**config.mk**
```make
export PLATFORM = sky130hd
export DESIGN_NAME = puf_challenge_sequencer_flat
export DESIGN_NICKNAME = d
export VERILOG_FILES = /design/src/rtl/puf_challenge_sequencer_if.sv /design/src/rtl/puf_challenge_sequencer.sv /design/src/flat_wrapper.sv
export SDC_FILE = /design/constraint.sdc
export NUM_CORES = 1
export LEC_CHECK = 0
export ABC_AREA = 1
export BUFFER_PORTS_ARGS = -buffer_cell sky130_fd_sc_hd__buf_2
export CAP_MARGIN = 30
export CORE_UTILIZATION = 55
export CTS_CLUSTER_SIZE = 14
export DETAILED_ROUTE_END_ITERATION = 8
export PLACE_DENSITY = 0.91
export RECOVER_POWER = 100
export SLEW_MARGIN = 20
export SYNTH_ARGS = -nofsm -noshare
export SYNTH_HDL_FRONTEND = slang
export SYNTH_SLANG_ARGS = --single-unit
```
**constraint.sdc**
```tcl
create_clock -name clk -period 3.3 [get_ports clk]
set_clock_uncertainty 0.15 [all_clocks]
set_input_delay 0.33 -clock clk [delete_from_list [all_inputs] [get_ports clk]]
set_output_delay 0.33 -clock clk [all_outputs]
set_load 0.05 [all_outputs]
```
**src/rtl/puf_challenge_sequencer_if.sv**
```systemverilog
// Host-side bundle of the PUF challenge sequencer: run request, seed, status
// and the valid/ready response channel.
interface puf_challenge_sequencer_if #(
    parameter int CHAL_W    = 8,
    parameter int RESP_BITS = 16
);
    logic                 start;
    logic [CHAL_W-1:0]    seed;
    logic                 busy;
    logic [RESP_BITS-1:0] resp_word;
    logic                 resp_valid;
    logic                 resp_ready;

    // master: the host that requests runs and consumes response words
    modport master (
        output start,
        output seed,
        output resp_ready,
        input  busy,
        input  resp_word,
        input  resp_valid
    );

    // slave: the sequencer itself
    modport slave (
        input  start,
        input  seed,
        input  resp_ready,
        output busy,
        output resp_word,
        output resp_valid
    );
endinterface

```
**src/rtl/puf_challenge_sequencer.sv**
```systemverilog
// Arbiter-PUF challenge sequencer: expands a seed into LFSR challenges, fires one
// race per challenge, samples the synchronized outcome and returns a packed word.
module puf_challenge_sequencer #(
    parameter int               CHAL_W     = 8,
    parameter logic [CHAL_W-1:0] TAPS      = 8'hB8,
    parameter int               RESP_BITS  = 16,
    parameter int               SETTLE_CYC = 4
) (
    input  logic                         clk,
    input  logic                         reset,
    puf_challenge_sequencer_if.slave     host,
    input  logic                         resp_in,
    output logic [CHAL_W-1:0]            chal,
    output logic                         launch
);
    localparam int PW = $clog2(SETTLE_CYC) + 1;
    localparam int BW = (RESP_BITS > 2) ? $clog2(RESP_BITS) : 1;
    localparam logic [PW-1:0] PHASE_LAST = PW'(SETTLE_CYC - 1);
    localparam logic [BW-1:0] BIT_LAST   = BW'(RESP_BITS - 1);

    typedef enum logic [2:0] {
        IDLE,
        LOAD,
        ARM,
        FIRE,
        SAMPLE,
        DONE
    } stateT;

    stateT                stateReg;
    logic [CHAL_W-1:0]    lfsrReg;
    logic [CHAL_W-1:0]    lfsrNext;
    logic [CHAL_W-1:0]    tapTerm;
    logic                 feedback;
    logic [PW-1:0]        phaseCntReg;
    logic [BW-1:0]        bitCntReg;
    logic                 launchReg;
    logic                 busyReg;
    logic [RESP_BITS-1:0] wordReg;
    logic                 validReg;
    logic                 syncMetaReg;
    logic                 respSync;

    // Fibonacci feedback: parity of the tapped LFSR bits
    genvar gi;
    generate
        for (gi = 0; gi < CHAL_W; gi++) begin : gTap
            assign tapTerm[gi] = lfsrReg[gi] & TAPS[gi];
        end
    endgenerate

    assign feedback = ^tapTerm;
    assign lfsrNext = {lfsrReg[CHAL_W-2:0], feedback};

    assign chal            = lfsrReg;
    assign launch          = launchReg;
    assign host.busy       = busyReg;
    assign host.resp_word  = wordReg;
    assign host.resp_valid = validReg;

    // The race outcome is unrelated to clk, so it gets two flops before use
    always_ff @(posedge clk or posedge reset) begin
        if (reset) begin
            syncMetaReg <= 1'b0;
            respSync    <= 1'b0;
        end else begin
            syncMetaReg <= resp_in;
            respSync    <= syncMetaReg;
        end
    end

    always_ff @(posedge clk or posedge reset) begin
        if (reset) begin
            stateReg    <= IDLE;
            lfsrReg     <= '0;
            phaseCntReg <= '0;
            bitCntReg   <= '0;
            launchReg   <= 1'b0;
            busyReg     <= 1'b0;
            wordReg     <= '0;
            validReg    <= 1'b0;
        end else begin
            case (stateReg)
                IDLE: begin
                    if (host.start) begin
                        stateReg <= LOAD;
                        busyReg  <= 1'b1;
                    end
                end

                LOAD: begin
                    // An all-zero LFSR would lock up, so a zero seed becomes 1
                    lfsrReg     <= (host.seed == '0) ? CHAL_W'(1) : host.seed;
                    wordReg     <= '0;
                    bitCntReg   <= '0;
                    phaseCntReg <= PHASE_LAST;
                    launchReg   <= 1'b0;
                    stateReg    <= ARM;
                end

                ARM: begin
                    if (phaseCntReg == '0) begin
                        stateReg    <= FIRE;
                        launchReg   <= 1'b1;
                        phaseCntReg <= PHASE_LAST;
                    end else begin
                        phaseCntReg <= phaseCntReg - 1'b1;
                    end
                end

                FIRE: begin
                    if (phaseCntReg == '0) begin
                        stateReg <= SAMPLE;
                    end else begin
                        phaseCntReg <= phaseCntReg - 1'b1;
                    end
                end

                SAMPLE: begin
                    wordReg   <= {wordReg[RESP_BITS-2:0], respSync};
                    lfsrReg   <= lfsrNext;
                    bitCntReg <= bitCntReg + 1'b1;
                    launchReg <= 1'b0;
                    if (bitCntReg == BIT_LAST) begin
                        stateReg <= DONE;
                        validReg <= 1'b1;
                    end else begin
                        stateReg    <= ARM;
                        phaseCntReg <= PHASE_LAST;
                    end
                end

                DONE: begin
                    // start is deliberately not looked at here; only IDLE accepts runs
                    if (host.resp_ready) begin
                        validReg <= 1'b0;
                        busyReg  <= 1'b0;
                        stateReg <= IDLE;
                    end
                end

                default: begin
                    stateReg  <= IDLE;
                    launchReg <= 1'b0;
                    busyReg   <= 1'b0;
                    validReg  <= 1'b0;
                end
            endcase
        end
    end
endmodule

```
**src/flat_wrapper.sv**
```systemverilog
// flat-port wrapper written by rule: the top's interface ports become plain ports
module puf_challenge_sequencer_flat 
#(
    parameter int               CHAL_W     = 8,
    parameter logic [CHAL_W-1:0] TAPS      = 8'hB8,
    parameter int               RESP_BITS  = 16,
    parameter int               SETTLE_CYC = 4
)
  (clk, reset, resp_in, chal, launch, host_start, host_seed, host_resp_ready, host_busy, host_resp_word, host_resp_valid);
  puf_challenge_sequencer_if #(.CHAL_W(CHAL_W), .RESP_BITS(RESP_BITS)) host_i ();
  input  logic clk;
  input  logic reset;
  input  logic resp_in;
  output logic [CHAL_W-1:0] chal;
  output logic launch;
  input wire logic [$bits(host_i.start)-1:0] host_start;
  input wire logic [$bits(host_i.seed)-1:0] host_seed;
  input wire logic [$bits(host_i.resp_ready)-1:0] host_resp_ready;
  output wire logic [$bits(host_i.busy)-1:0] host_busy;
  output wire logic [$bits(host_i.resp_word)-1:0] host_resp_word;
  output wire logic [$bits(host_i.resp_valid)-1:0] host_resp_valid;
  assign host_i.start = host_start;
  assign host_i.seed = host_seed;
  assign host_i.resp_ready = host_resp_ready;
  assign host_busy = host_i.busy;
  assign host_resp_word = host_i.resp_word;
  assign host_resp_valid = host_i.resp_valid;
  puf_challenge_sequencer #(.CHAL_W(CHAL_W), .TAPS(TAPS), .RESP_BITS(RESP_BITS), .SETTLE_CYC(SETTLE_CYC)) u_core (.clk(clk), .reset(reset), .host(host_i), .resp_in(resp_in), .chal(chal), .launch(launch));
endmodule
```
# Yosys cells after proc, flatten, opt, wreduce, memory -nomap -nowiden
# Index checks and enable logic that the tools add are counted.
dict set report totals {
  wordCells 63
  input_bits 13
  output_inout_bits 27
  regBits 39
}
dict set report classes {
  n_reduce_logical 14
  n_bitwise 3
  eq_ne 13
  muxes 21
  addsub 2
}
# operator count
set op_table {}
lappend op_table {{$pmux 16 s2} 1}
lappend op_table {{$mux 3} 8}
lappend op_table {{$pmux 3 s6} 1}
lappend op_table {{$pmux 8 s2} 1}
lappend op_table {{$pmux 3 s4} 1}
lappend op_table {{$reduce_and 3->1} 3}
lappend op_table {{$logic_not 8->1} 1}
lappend op_table {{$mux 8} 1}
lappend op_table {{$ne 2x2->1 const B} 4}
lappend op_table {{$pmux 4 s2} 1}
lappend op_table {{$reduce_or 4->1} 2}
lappend op_table {{$reduce_xor 8->1} 1}
lappend op_table {{$eq 3x2->1 const B} 2}
lappend op_table {{$eq 3x3->1 const B} 2}
lappend op_table {{$logic_not 3->1} 2}
lappend op_table {{$ne 2x1->1 const B} 3}
lappend op_table {{$pmux 1 s3} 2}
lappend op_table {{$add 4x1->4 const B} 1}
lappend op_table {{$eq 4x4->1 const B} 1}
lappend op_table {{$mux 1} 4}
lappend op_table {{$reduce_and 4->1} 1}
lappend op_table {{$reduce_bool 4->1} 1}
lappend op_table {{$eq 3x1->1 const B} 1}
lappend op_table {{$not 1->1} 3}
lappend op_table {{5 further kinds} 5}

# Logic depth before layout (Yosys ltp)
dict set report logic_depth {
  ltp_word 4
  mapped_depth 9
  ltp_nobuf 9
}

# Worst setup path before layout
# Ideal clock, no wire load.
dict set report synth_timing {
  kind {register -> register}
  from {register u_core.lfsrReg[3] (netlist: u_core.chal[3])}
  to {register u_core.lfsrReg[0] (netlist: u_core.chal[0])}
  path_stages_with_launch 8
  required_ns 3.032
  setup_slack_ns 1.910
  path_buffers 0
  period_less_slack_ns 1.390
  arrival_ns 1.122
  setup_ns 0.118
  cell_sequence {dfrtp_1 > inv_1 > nand2_1 > nand2_1 > nand2_1 > nand3_1 > nand3_1 > nand2_1}
}
dict set report synth_between {
  elab_chain_cells 2
}
# element line
set synth_rtl {}
lappend synth_rtl {{from (decl)} puf_challenge_sequencer.sv:31} ;# logic [CHAL_W-1:0] lfsrReg;
lappend synth_rtl {{from (signal assigned)} puf_challenge_sequencer.sv:93} ;# lfsrReg <= (host.seed == '0) ? CHAL_W'(1) : host.seed;
lappend synth_rtl {{from (signal assigned)} puf_challenge_sequencer.sv:121} ;# lfsrReg <= lfsrNext;
lappend synth_rtl {{$reduce_xor 8->1} puf_challenge_sequencer.sv:52} ;# assign feedback = ^tapTerm;
lappend synth_rtl {{$pmux 8 s2} puf_challenge_sequencer.sv:83} ;# case (stateReg)
# No other way between the ends.
# A chain may end at the register's enable or synchronous reset.

# Final worst setup path
dict set report layout_timing {
  from {register u_core.stateReg[0]}
  to {register u_core.bitCntReg[2]}
}
dict set report layout_between {
  elab_chain_cells 2
  elab_cells_between_ends 4
  cone_classes {eq/ne (2); mux (1); reduce/logical (1)}
}
# element line
set layout_rtl {}
lappend layout_rtl {{from (decl)} puf_challenge_sequencer.sv:30} ;# stateT stateReg;
lappend layout_rtl {{from (signal assigned)} puf_challenge_sequencer.sv:74} ;# stateReg <= IDLE;
lappend layout_rtl {{from (signal assigned)} puf_challenge_sequencer.sv:86} ;# stateReg <= LOAD;
lappend layout_rtl {{from (signal assigned)} puf_challenge_sequencer.sv:98} ;# stateReg <= ARM;
lappend layout_rtl {{$eq 3x3->1 / $eq 3x1->1 (equally long branches)} puf_challenge_sequencer.sv:83}
lappend layout_rtl {{$pmux 4 s2 / $reduce_bool 2->1 (equally long branches)} --}
lappend layout_rtl {{to (signal assigned)} puf_challenge_sequencer.sv:122} ;# bitCntReg <= bitCntReg + 1'b1;
lappend layout_rtl {{to (decl)} puf_challenge_sequencer.sv:36} ;# logic [BW-1:0] bitCntReg;
# Several ways; a longest one is shown, not always the timed one.

==> impl_metrics.json <==
{
  "synth-xor-area-share_pct": 0.483,
  "cp_top_family": "simple AND/OR/NAND/NOR gates",
  "crit_fanout": 27,
  "cts_buffers": 5,
  "switchingPower_w": 0.000194,
  "slew_viol_final": 0,
  "p_leak_nw": 1.06,
  "firstDrtPassIters": 4,
  "criticalPathCategory": "register to register",
  "path_clk_slew_ps": 110,
  "yosys.area_share.simple_pct": 22.7,
  "finalCritPeriodShare_pct": 74.3,
  "ys_seq_area_share_pct": 53.8,
  "cts_resized": 0,
  "drc": 0,
  "drive_above_1_share_pct": 9.62,
  "syn-cell-area_um2": 1810,
  "setup_violations": 0,
  "rr_worst_depth": 6,
  "netSwitchingFraction_pct": 24.5,
  "first_global_vias": 1379,
  "combPwrFrac_pct": 5.1,
  "power_frac_seq_pct": 61.1,
  "grtUsageTotal_pct": 22.4,
  "crit_chain": "nor2_1 > nand2_1 > nand2_2 > inv_2 > nand2_1 > o21ai_0",
  "clock.fmax_mhz": 408,
  "yosys_warnings": 0,
  "rows": 20,
  "numClockSinks": 39,
  "synthMuxAreaShare_pct": 0,
  "netlist-cell-type-count": 27,
  "post_cts_buffers": 0,
  "cts_tree": "yes",
  "postRouteAntennaNets": 0,
  "finalWirelength_um": 3690,
  "via_per_inst": 5.09,
  "grt_max_degree": 28,
  "gp_congestion": 0.920,
  "synthArstFlopShare_pct": 100,
  "dp_hpwl_um": 2620,
  "tightest_slew_ps": 858,
  "die_x_um": 59.4,
  "coreArea_um2": 3100,
  "irDropWorstVdd_mv": 0.273,
  "hold_class": "input port to register",
  "synth_seq_cells": 39,
  "cts_max_level": 2,
  "synth_enable_flop_cells": 0,
  "required_ps": 3340,
  "power_density_nw_per_um2": 382,
  "die_area_um2": 3530,
  "io_buffers": 39,
  "r2r-end": "u_core.bitCntReg[2]$_DFFE_PP0P_",
  "hold-worst-slack_ps": 102,
  "slowest_delay_ps": 580,
  "drt_iter0_drc": 91,
  "finalHoldViolCount": 0,
  "nets": 275,
  "cpMaxStageDelayCell": "nand2_2",
  "holdPathStages": 4,
  "clock_power_share_pct": 33.8,
  "p_int_w": 0.000599,
  "die_y_um": 59.4,
  "ctsRootBufferMaster": "clkbuf_4",
  "drv_cap": 0,
  "io_pins": 40,
  "synth_top_family_by_area": "simple AND/OR/NAND/NOR gates",
  "hold_start": "host_resp_ready",
  "status": "finished, final reports clean",
  "initial_utilization_pct": 58.5,
  "ys.flop_type": "dfrtp_1",
  "syn_avg_cell_area_um2": 8.52,
  "clockBufferDepth": 2,
  "arrival_ps": 2490,
  "overflow": 0,
  "syn_inst": 213,
  "path_buf_inv": 1,
  "clk_latency_ps": 360,
  "min_to": "u_core.stateReg[2]$_DFFE_PP0P_",
  "grt_first_pass_wirelength_um": 5730,
  "cts_hold_buf": 1,
  "antenna_found_initial": 0,
  "worst_path_most_repeated_cell": "nand2_1",
  "postLayoutCellArea_um2": 2080,
  "area_growth_syn_to_layout_pct": 14.5,
  "regToRegSetupSlack_ps": 850,
  "vias": 1547,
  "syn-num-nets": 229,
  "relSlewSlack_pct": 42.7,
  "rsz0062_at_grt": "no",
  "tns_ps": 0,
  "synth_compound_area_share_pct": 11.5,
  "worstReg2RegStart": "u_core.stateReg[0]$_DFFE_PP0P_",
  "placed_cell_area_um2": 2050,
  "synth-adder-area-share_pct": 2.07,
  "cp-end-kind": "register",
  "period_minus_slack_ps": 2450,
  "start_kind": "register",
  "routedWlPerCell_um": 12.1,
  "antenna_cells": 0
}
## worst register-to-register path, cell delays in order, from the launching register on
cell     delay, ps
dfrtp_1        460
nor2_1         220
nand2_1        530
nand2_2        580
inv_2          160
nand2_1        100
o21ai_0         90
## logic make-up after synthesis
kind of cell             after synthesis
AO/OA/AOI/OAI                         33
AND/OR/NAND/NOR                       94
buffers and inverters                 43
XOR/XNOR                               1
adder cells (fa/ha/maj)                3
flip-flops                            39
## registers in the layout, indices dropped and copies added, names as in the netlist, 3 cells and up
register,count
u_core.bitCntReg,4
u_core.chal,8
u_core.host.resp_word,16
u_core.phaseCntReg,3
u_core.stateReg,3
## cell type report
cell class | count | area (µm²)
repair buffers | 43 | 193
flip-flops and latches | 39 | 976
clock inverters | 2 | 16.3
fillers | 313 | 1030
multi-input cells | 131 | 639
well taps | 44 | 55.1
inverters | 39 | 146
clock buffers | 6 | 51.3
## Yosys cell counts, types with 2 or more instances
cell type / count / area [µm²]
a21oi_1: 3 / 15.0
buf_2: 2 / 10.0
dfrtp_1: 39 / 976
ha_1: 3 / 37.5
inv_1: 37 / 139
inv_2: 2 / 7.51
nand2_1: 58 / 218
nand2_2: 2 / 12.5
nand3_1: 14 / 70.1
nand3_2: 2 / 20.0
nor2_1: 12 / 45.0
nor2_2: 2 / 12.5
o211ai_1: 2 / 15.0
o21ai_0: 5 / 25.0
o221ai_1: 3 / 26.3
o22ai_1: 16 / 100
## per-stage QoR
stage	std cells	setup WS [ps]	util, %	total power [W]
5_1_grt	304	668	66.9	0.000822
3_3_place_gp	293	1500	66.0	0.000533
3_5_place_dp	293	1410	66.0	0.000533
6_report	304	849	66.9	0.000793
4_1_cts	302	1390	68.5	0.000793
2_1_floorplan	213	1910	-	0.000518
## routing by layer
layer / up-vias / global-route usage (%) / part of all wire (%)
met3: 8 / 6.33 / 5.4
met4: 0 / 8.84 / 1.8
met5: - / 0 / 0
met2: 48 / 34.8 / 47
met1: 715 / 29.5 / 46
li1: 776 / - / -
## layout by cell type, fill, tap and decap left out
| master | n |
|---|---|
| o22ai_1 | 16 |
| inv_1 | 37 |
| o211ai_1 | 2 |
| clkbuf_8 | 1 |
| clkbuf_4 | 5 |
| a22o_1 | 1 |
| buf_2 | 12 |
| a21oi_1 | 3 |
| nand2_2 | 1 |
| dfrtp_1 | 39 |
| clkbuf_1 | 28 |
| a31oi_1 | 1 |
| clkinvlp_4 | 1 |
| buf_4 | 1 |
| nand3_2 | 1 |
| o21ai_1 | 1 |
| nand2_1 | 60 |
| dlygate4sd3_1 | 2 |
| inv_2 | 2 |
| clkinv_4 | 1 |
| nor2_1 | 15 |
| ha_1 | 3 |
| xnor2_1 | 1 |
| o21bai_1 | 1 |
| nand3_1 | 15 |
| nor3_1 | 1 |
| nand4_1 | 1 |
| o21ai_0 | 5 |
| o221ai_1 | 3 |
## worst max path at each step
stage                              startpoint                              end  slack (ps)  cells after the start
2_1_floorplan      u_core.chal[3]$_DFFE_PP0P_       u_core.chal[0]$_DFFE_PP0P_        1910                      7
3_3_place_gp   u_core.stateReg[0]$_DFFE_PP0P_  u_core.bitCntReg[1]$_DFFE_PP0P_        1500                      5
3_5_place_dp   u_core.stateReg[0]$_DFFE_PP0P_  u_core.bitCntReg[1]$_DFFE_PP0P_        1410                      5
4_1_cts        u_core.stateReg[0]$_DFFE_PP0P_  u_core.bitCntReg[2]$_DFFE_PP0P_        1390                      6
5_1_grt        u_core.stateReg[0]$_DFFE_PP0P_  u_core.bitCntReg[2]$_DFFE_PP0P_         670                      6
6_report       u_core.stateReg[0]$_DFFE_PP0P_  u_core.bitCntReg[2]$_DFFE_PP0P_         850                      6
## power by group through the flow
| stage | Combinational (W) | Sequential [W] | Clock [W] |
|---|---|---|---|
| floorplan | 0.0000134 | 0.000504 | 0 |
| global placement | 0.0000395 | 0.000493 | 0 |
| detailed placement | 0.0000399 | 0.000493 | 0 |
| CTS | 0.0000410 | 0.000484 | 0.000268 |
| global route | 0.0000441 | 0.000485 | 0.000294 |
| finish | 0.0000406 | 0.000484 | 0.000268 |
(Power assumes the default switching activity.)
